<file path="src/rtl/seg7_capture.sv">
// Passive 7-segment bus receiver: recovers the glyph on each multiplexed digit
// position and presents whole frames through a valid/ready handshake.
module seg7_capture #(
    parameter int N_DIGITS       = 4,
    parameter int STABLE_CYCLES  = 16,
    parameter int TIMEOUT_CYCLES = 1048576
) (
    input  logic                  clk,
    input  logic                  rst_n,
    input  logic [N_DIGITS-1:0]   an_n,
    input  logic [6:0]            seg_n,
    output logic [4*N_DIGITS-1:0] frame_value,
    output logic [N_DIGITS-1:0]   frame_err,
    output logic [N_DIGITS-1:0]   frame_blank,
    output logic                  frame_valid,
    input  logic                  frame_ready,
    output logic                  overrun,
    output logic                  timeout
);
    localparam int CW = $clog2(STABLE_CYCLES);
    localparam int TW = $clog2(TIMEOUT_CYCLES + 1);
    localparam int KW = (N_DIGITS > 1) ? $clog2(N_DIGITS) : 1;

    typedef enum logic {WAIT, LATCHED} state_t;

    logic                rst_m, rst_int_n;
    logic [N_DIGITS-1:0] an_m, an_s, an_p;
    logic [6:0]          seg_m, seg_s, seg_p;
    logic                same, slot_ok, capture, complete, complete_q, idle_hit;
    logic [KW-1:0]       k;
    logic [6:0]          p;
    logic [3:0]          nib;
    logic                derr, dblank;
    logic [N_DIGITS-1:0] seen_q, seen_cap, err_q, blank_q;
    logic [N_DIGITS-1:0][3:0] val_q;
    logic [CW-1:0]       cnt_q, cnt_d;
    logic [TW-1:0]       idle_q;
    state_t              state_q, state_d;

    // Reset asserts immediately but releases only on a clock edge.
    always_ff @(posedge clk or negedge rst_n) begin
        if (!rst_n) begin
            rst_m     <= 1'b0;
            rst_int_n <= 1'b0;
        end else begin
            rst_m     <= 1'b1;
            rst_int_n <= rst_m;
        end
    end

    always_ff @(posedge clk or negedge rst_int_n) begin
        if (!rst_int_n) begin
            an_m  <= '1; an_s  <= '1; an_p  <= '1;
            seg_m <= '1; seg_s <= '1; seg_p <= '1;
        end else begin
            an_m  <= an_n;  an_s  <= an_m;  an_p  <= an_s;
            seg_m <= seg_n; seg_s <= seg_m; seg_p <= seg_s;
        end
    end

    assign same    = (an_s == an_p) && (seg_s == seg_p);
    assign slot_ok = $onehot(~an_s);

    always_comb begin
        k = '0;
        for (int i = 0; i < N_DIGITS; i++)
            if (!an_s[i]) k = KW'(i);
    end

    always_comb begin
        p      = ~seg_s;
        nib    = 4'h0;
        derr   = 1'b0;
        dblank = 1'b0;
        case (p)
            7'h3F: nib = 4'h0;  7'h06: nib = 4'h1;  7'h5B: nib = 4'h2;  7'h4F: nib = 4'h3;
            7'h66: nib = 4'h4;  7'h6D: nib = 4'h5;  7'h7D: nib = 4'h6;  7'h07: nib = 4'h7;
            7'h7F: nib = 4'h8;  7'h6F: nib = 4'h9;  7'h77: nib = 4'hA;  7'h7C: nib = 4'hB;
            7'h39: nib = 4'hC;  7'h5E: nib = 4'hD;  7'h79: nib = 4'hE;  7'h71: nib = 4'hF;
            7'h00: dblank = 1'b1;
            default: derr = 1'b1;
        endcase
    end

    // Counter tops out at STABLE_CYCLES-1, where the capture fires and clears it.
    always_comb begin
        state_d = state_q;
        cnt_d   = '0;
        capture = 1'b0;
        case (state_q)
            WAIT: if (same && slot_ok) begin
                if (cnt_q == CW'(STABLE_CYCLES - 1)) begin
                    capture = 1'b1;
                    state_d = LATCHED;
                end else begin
                    cnt_d = cnt_q + 1'b1;
                end
            end
            LATCHED: if (!same || !slot_ok) state_d = WAIT;
            default: state_d = WAIT;
        endcase
    end

    always_ff @(posedge clk or negedge rst_int_n) begin
        if (!rst_int_n) begin
            state_q <= WAIT;
            cnt_q   <= '0;
        end else begin
            state_q <= state_d;
            cnt_q   <= cnt_d;
        end
    end

    assign seen_cap = seen_q | (N_DIGITS'(1) << k);
    assign complete = capture && (&seen_cap);
    assign idle_hit = !capture && (idle_q == TW'(TIMEOUT_CYCLES - 1));

    always_ff @(posedge clk or negedge rst_int_n) begin
        if (!rst_int_n) begin
            val_q      <= '0;
            err_q      <= '0;
            blank_q    <= '0;
            seen_q     <= '0;
            idle_q     <= '0;
            timeout    <= 1'b0;
            complete_q <= 1'b0;
        end else begin
            complete_q <= complete;
            timeout    <= idle_hit && (|seen_q);
            if (capture) begin
                val_q[k]   <= nib;
                err_q[k]   <= derr;
                blank_q[k] <= dblank;
                seen_q     <= complete ? '0 : seen_cap;
                idle_q     <= '0;
            end else begin
                if (idle_q != TW'(TIMEOUT_CYCLES)) idle_q <= idle_q + 1'b1;
                if (idle_hit) seen_q <= '0;
            end
        end
    end

    // Store is stable for STABLE_CYCLES after a capture, so loading a cycle late is safe.
    always_ff @(posedge clk or negedge rst_int_n) begin
        if (!rst_int_n) begin
            frame_value <= '0;
            frame_err   <= '0;
            frame_blank <= '0;
            frame_valid <= 1'b0;
            overrun     <= 1'b0;
        end else begin
            overrun <= 1'b0;
            if (complete_q) begin
                if (!frame_valid || frame_ready) begin
                    frame_value <= val_q;
                    frame_err   <= err_q;
                    frame_blank <= blank_q;
                    frame_valid <= 1'b1;
                end else begin
                    overrun <= 1'b1;
                end
            end else if (frame_valid && frame_ready) begin
                frame_valid <= 1'b0;
            end
        end
    end
endmodule
</file>
<file path="config.mk">
export PLATFORM = sky130hd
export DESIGN_NAME = seg7_capture
export DESIGN_NICKNAME = d
export VERILOG_FILES = /design/src/rtl/seg7_capture.sv
export SDC_FILE = /design/constraint.sdc
export NUM_CORES = 1
export LEC_CHECK = 0
export ABC_CLOCK_PERIOD_IN_PS = 3300
export CAP_MARGIN = 25
export CORE_MARGIN = 3
export CORE_UTILIZATION = 52
export CTS_CLUSTER_DIAMETER = 200
export DETAILED_ROUTE_END_ITERATION = 8
export GPL_TIMING_DRIVEN = 0
export PLACE_DENSITY = 0.76
export SLEW_MARGIN = 10
export SYNTH_ARGS = -nofsm -noshare
export SYNTH_HDL_FRONTEND = slang
export SYNTH_SLANG_ARGS = --single-unit
</file>
<file path="constraint.sdc">
create_clock -name clk -period 3.3 [get_ports clk]
set_clock_uncertainty 0.1 [all_clocks]
set_input_delay 0.99 -clock clk [delete_from_list [all_inputs] [get_ports clk]]
set_output_delay 0.99 -clock clk [all_outputs]
set_load 0.1 [all_outputs]
</file>
**Word level (Yosys, flattened, before mapping)**

Cells that the tools add are included.
W data, S select, Z words.

- Bits in registers: 117
- Word-level logic and storage cells: 113

- Add/subtract/negate cells: 5
- $lt $le $gt $ge: 2
- Eq/ne operators: 23
- Shift operators: 1
- Muxes and demuxes: 31
- Bitwise logic cells: 4
- Reduce and logical (&&, ||, !) cells: 22

Operators by type and width:

| operator | count |
|---|---|
| $eq A7 B7 Y1 const B | 12 |
| $pmux W4 S15 | 1 |
| $mux W21 | 2 |
| $mux W4 | 7 |
| $add A21 B1 Y21 const B | 1 |
| $eq A21 B20 Y1 const B | 1 |
| $ne A21 B21 Y1 const B | 1 |
| $reduce_or A17 Y1 | 1 |
| $bwmux W16 | 1 |
| $eq A7 B3 Y1 const B | 2 |
| $eq A7 B6 Y1 const B | 2 |
| $mux W1 | 13 |
| $bwmux W4 | 2 |
| $demux W4 S2 | 1 |
| $eq A7 B7 Y1 | 1 |
| $logic_and A1 B1 Y1 | 7 |
| $logic_not A7 Y1 | 1 |
| $not A7 Y7 | 1 |
| $reduce_bool A2 Y1 | 3 |
| $add A1 B1 Y2 | 2 |
| $add A4 B1 Y4 const B | 1 |
| $eq A4 B4 Y1 | 1 |
| $eq A4 B4 Y1 const B | 1 |
| $logic_not A1 Y1 | 4 |
| 16 further kinds | 19 |

**Longest topological paths before layout**

- Depth after elaboration: 11
- Gate-level depth with buffers: 11
- Depth with buffers taken out: 9

**Worst setup path after synthesis**

Ideal clock, no wire load.

- Path type: register -> register
- Start: register an_s[1]
- End: register blank_q[1]
- Arrival: 2.583 ns
- Data required time: 3.070 ns
- Path slack: 0.487 ns
- Stages on the path, launching flop included: 12
- Path buffers: 2
- Cells stage by stage: dfstp_2 > fa_1 > inv_1 > ha_1 > ha_1 > or3b_4 > nor4_2 > nand4_2 > buf_6 > clkbuf_2 > o21ai_0 > o21ai_1

- Word-level cells in the longest chain between the ends: 8
- Elaborated cells on any way between the ends: 18
- Those cells by class: 2 x add/sub; 2 x order compare; 2 x eq/ne; 8 x mux; 1 x bitwise; 3 x reduce/logical

Ends and longest elaborated chain:

| element | RTL line | source |
|---|---|---|
| start, declared | 27 | `logic [N_DIGITS-1:0] an_m, an_s, an_p;` |
| start signal, assigned | 56 | `an_m <= an_n; an_s <= an_m; an_p <= an_s;` |
| $mux W1 | 67 | `if (!an_s[i]) k = KW'(i);` |
| $mux W2 (2 in a row) | 67 |  |
| $lt A2 B3 Y1 (implied by the code) / $ge A2 B1 Y1 (equally long branches) | 133 | `blank_q[k] <= dblank;` |
| $logic_and A1 B1 Y1 (implied by the code) | 133 |  |
| $mux W1 (implied by the code) | 133 |  |
| $demux W1 S2 | 133 |  |
| $bwmux W4 | 133 |  |
| end signal, assigned by index | 133 |  |
| end, declared | 34 | `logic [N_DIGITS-1:0] seen_q, seen_cap, err_q, blank_q;` |

Parallel ways exist; a longest one is shown, timed or not.
A chain may end at the register's enable or synchronous reset.

**Final worst setup path**

- Start: register an_s[3]
- End: register blank_q[1]

- Word-level cells in the longest chain between the ends: 7
- Elaborated cells on any way between the ends: 16
- Those cells by class: 2 x add/sub; 2 x order compare; 2 x eq/ne; 6 x mux; 1 x bitwise; 3 x reduce/logical

Ends and longest elaborated chain:

| element | RTL line | source |
|---|---|---|
| $not A4 Y4 | 62 | `assign slot_ok = $onehot(~an_s);` |
| $add A1 B1 Y2 (implied by the code) | 62 |  |
| $add A2 B2 Y3 (implied by the code) | 62 |  |
| $eq A3 B1 Y1 | 62 |  |
| $logic_and A1 B1 Y1 | 91 | `WAIT: if (same && slot_ok) begin` |
| $mux W1 | 91 |  |
| $mux W1 | 90 | `case (state_q)` |

Parallel ways exist; a longest one is shown, timed or not.

==> flow_summary_export.csv <==
group,metric,value,unit
setup_path,worstReg2RegStart,"an_s[3]$_DFF_PN1_",
pwr,clkPwrFrac,52.8,%
pwr,p_seq_share,43.6,%
placement,dp_slack,246,ps
sta,tightestPinTransition,979,ps
layout,n_antenna_cell,0,
layout,areaGrowthSynthToFinish,24.3,%
setup_path,regToRegEndpoint,"blank_q[1]$_DFFE_PN0P_",
detailed_routing,dr.pass1.iters,4,
logic_synthesis,yosysWarnings,0,
pwr,power_leakage,2.74,nW
logic_synthesis,syn_area,4990,um^2
clock_network,cts-root-buf,"clkbuf_8",
run_status,outcome,"finished, final reports clean",
min_path,hold_start,"seg_m[2]$_DFF_PN1_",
layout,final_nets,513,
detailed_routing,wl_per_cell,15.0,um
logic_synthesis,synth_top_area_share,42.1,%
sta,layout_setup_ws,167,ps
min_path,whs_path_depth,0,
floorplan,die_area,10800,um^2
grt,grt_max_degree,66,
setup_path,critical_path.startpoint_type,"flip-flop",
sta,relSlewSlack,34.5,%
clock_network,clk_path_buf_depth,2,
grt,antenna_found_initial,0,
floorplan,die_w,104,um
logic_synthesis,syn_inst,431,
logic_synthesis,ys_types,56,
logic_synthesis,yosysSeqAreaShare,59.5,%
min_path,min_path_type,"reg2reg",
clock_network,cts_tree,"built",
pwr,internal-power,2.71,mW
setup_path,cp.arrival,3400,ps
sta,final-setup-viol-count,0,
setup_path,worstPathRequired,3570,ps
floorplan,num_io_pins,41,
layout,layout_commonest_cell,"dfrtp_1",
detailed_routing,ant_nets,0,
layout,drive_gt1_share,21.9,%
logic_synthesis,synth-seq-cells,117,
detailed_routing,vias_per_cell,5.47,
pwr,switching_share,21.2,%
pwr,ir_worst_vdd,0.000407,V
logic_synthesis,synth_nets,451,
clock_network,cts_max_level,4,
grt,grt_use_total,18.8,%
logic_synthesis,synth_edf_count,0,
flow_run,max-cap-violations,0,
pwr,power,3.44,mW
pwr,p_sw,0.731,mW
placement,dpl.hpwl,6360,um
grt,grt_pass1_vias,3387,
pwr,pwr-share-comb,3.6,%
detailed_routing,drt_iter0_markers,199,
detailed_routing,vias,3475,
pwr,power_density,555,nW/um^2
floorplan,die_y,104,um
grt,grt_pass1_wl,16300,um
setup_path,rr_worst_depth,11,
logic_synthesis,synthTopCellsByArea,"dfrtp_1 42%, dfstp_2 17%, mux2_2 5.6%, xor2_1 4.4%, o21ai_0 4.3%",
placement,port_buffers,40,
sta,slew_violations,0,
floorplan,core_area,9280,um^2
clock_network,numCtsBuffers,17,
clock_network,clk_pin_slew,60,ps
clock_network,cts_hold_buffers,0,
detailed_routing,postRouteWirelength,9520,um
sta,max_freq,319,MHz
placement,gp_congestion,0.859,
detailed_routing,drc_errors,0,
logic_synthesis,ys.flop_type,"dfrtp_1",
logic_synthesis,synth_top_area_cell,"dfrtp_1",
floorplan,floorplan.rows,35,
grt,grt_overflow,0,
sta,period_share,94.9,%
floorplan,start_util,53.7,%
setup_path,crit_fanout,10,
sta,finalHoldViolations,0,
clock_network,cts_sinks,117,
logic_synthesis,async_reset_ff_share,100,%
setup_path,cp-end-kind,"flip-flop",
logic_synthesis,syn_avg_cell_area,11.6,um^2
clock_network,clock_latency,510,ps
setup_path,rrSetupSlack,170,ps
setup_path,critPathKind,"reg2reg",
layout,mostFrequentLayoutCells,"83 x dfrtp_1, 43 x o21ai_0, 40 x clkdlybuf4s50_1, 36 x nor2_1, 33 x dfstp_2",
sta,period_needed,3130,ps
min_path,hold_path_end,"seg_s[2]$_DFF_PN1_",
sta,rsz0062_at_grt,"yes",
[cells in the mapped netlist, types with 2 or more instances]
master    number
a21boi_0       2
o211ai_1       2
o21ai_0       43
clkbuf_2       2
mux2i_1        5
nand4_1        8
nand2_1       12
or2_0          3
nor4_1         8
nor2_1        36
nor4_2         3
nand3_1       16
o22ai_1        2
and3_1         4
a22oi_1        2
dfrtp_1       84
mux2_2        25
ha_1           5
xnor2_1        8
nand2b_1       5
a31oi_1        6
nor4b_1        2
xor2_1        25
nor3_1        11
dfstp_2       33
a21oi_1       11
clkbuf_1       7
and2_1         3
buf_4          2
o21ai_1       13
a21o_1         2
inv_1         15
buf_2          3
[logic make-up after synthesis]
family	after synthesis	synth area share [%]
flip-flops	117	59.5
AO/OA/AOI/OAI	89	9.98
AND/OR/NAND/NOR	124	13.6
XOR/XNOR	33	5.79
multiplexers	30	6.64
adder cells (fa/ha/maj)	6	1.65
other	1	0.0752
buffers and inverters	31	2.76
[layer usage]
layer  up-vias  global-route usage (%)  share of wire (%)
met2       105                    28.6                 47
met1      1697                    25.3                 46
li1       1650                       -                  -
met4         0                    9.21                2.4
met5         -                       0                  0
met3        23                    4.59                4.4
[worst max-delay path, stage by stage (launching register included)]
cell	delay [ps]
dfstp_2	600
fa_1	420
inv_1	60
ha_1	140
ha_1	220
or3b_4	420
nor4_4	170
nand4_2	190
buf_6	190
clkbuf_2	180
o21ai_0	190
o21ai_1	110
[what timing repair did]
item,in CTS,in global routing
gates resized for setup,0,1
setup buffers,0,2
endpoints found under the setup margin,0,12
[worst max path at each step]
stage	start	end	slack [ps]	cells after the start
5_1_grt	an_s[3]$_DFF_PN1_	blank_q[1]$_DFFE_PN0P_	-20	11
3_5_place_dp	an_s[3]$_DFF_PN1_	val_q[5]$_DFFE_PN0P_	250	11
2_1_floorplan	an_s[1]$_DFF_PN1_	blank_q[1]$_DFFE_PN0P_	490	11
6_report	an_s[3]$_DFF_PN1_	blank_q[1]$_DFFE_PN0P_	170	11
3_3_place_gp	an_s[1]$_DFF_PN1_	idle_q[17]$_DFFE_PN0P_	310	10
4_1_cts	frame_value[3]$_DFFE_PN0P_	frame_value[3]	170	1
[flip-flops by register name (all words and copies together), names as in the netlist, 4 cells and up]
name,cells
frame_value,16
an_m,4
frame_err,4
frame_blank,4
an_p,4
idle_q,21
err_q,4
seg_s,7
blank_q,4
seg_m,7
cnt_q,4
seen_q,4
val_q,16
an_s,4
seg_p,7
[cell type report]
type | count | area, um^2
Tap cell | 129 | 161
Multi-Input combinational cell | 283 | 1890
Sequential cell | 117 | 2970
Fill cell | 697 | 3080
Inverter | 15 | 56.3
Timing Repair Buffer | 43 | 443
Clock buffer | 20 | 445
Buffer | 16 | 81.3
Clock inverter | 12 | 153
[metrics by stage]
step / hold slack [ps] / area, um^2 / instances / TNS [ps] / utilization (%)
CTS: 255 / 6180 / 633 / 0 / 66.6
detailed placement: 237 / 5580 / 601 / 0 / 60.1
finish: 253 / 6200 / 635 / 0 / 66.8
global placement: 236 / 5550 / 600 / 0 / 59.8
floorplan: 231 / 4990 / 431 / 0 / -
global route: 254 / 6200 / 635 / -52.9 / 66.8
[power by group through the flow]
stage | registers, mW | clock network [mW] | logic, mW
floorplan | 1.53 | 0 | 0.0653
global placement | 1.54 | 0 | 0.0948
detailed placement | 1.53 | 0 | 0.117
CTS | 1.50 | 1.86 | 0.118
global route | 1.51 | 1.93 | 0.136
finish | 1.50 | 1.82 | 0.122
(Power assumes the default switching activity.)
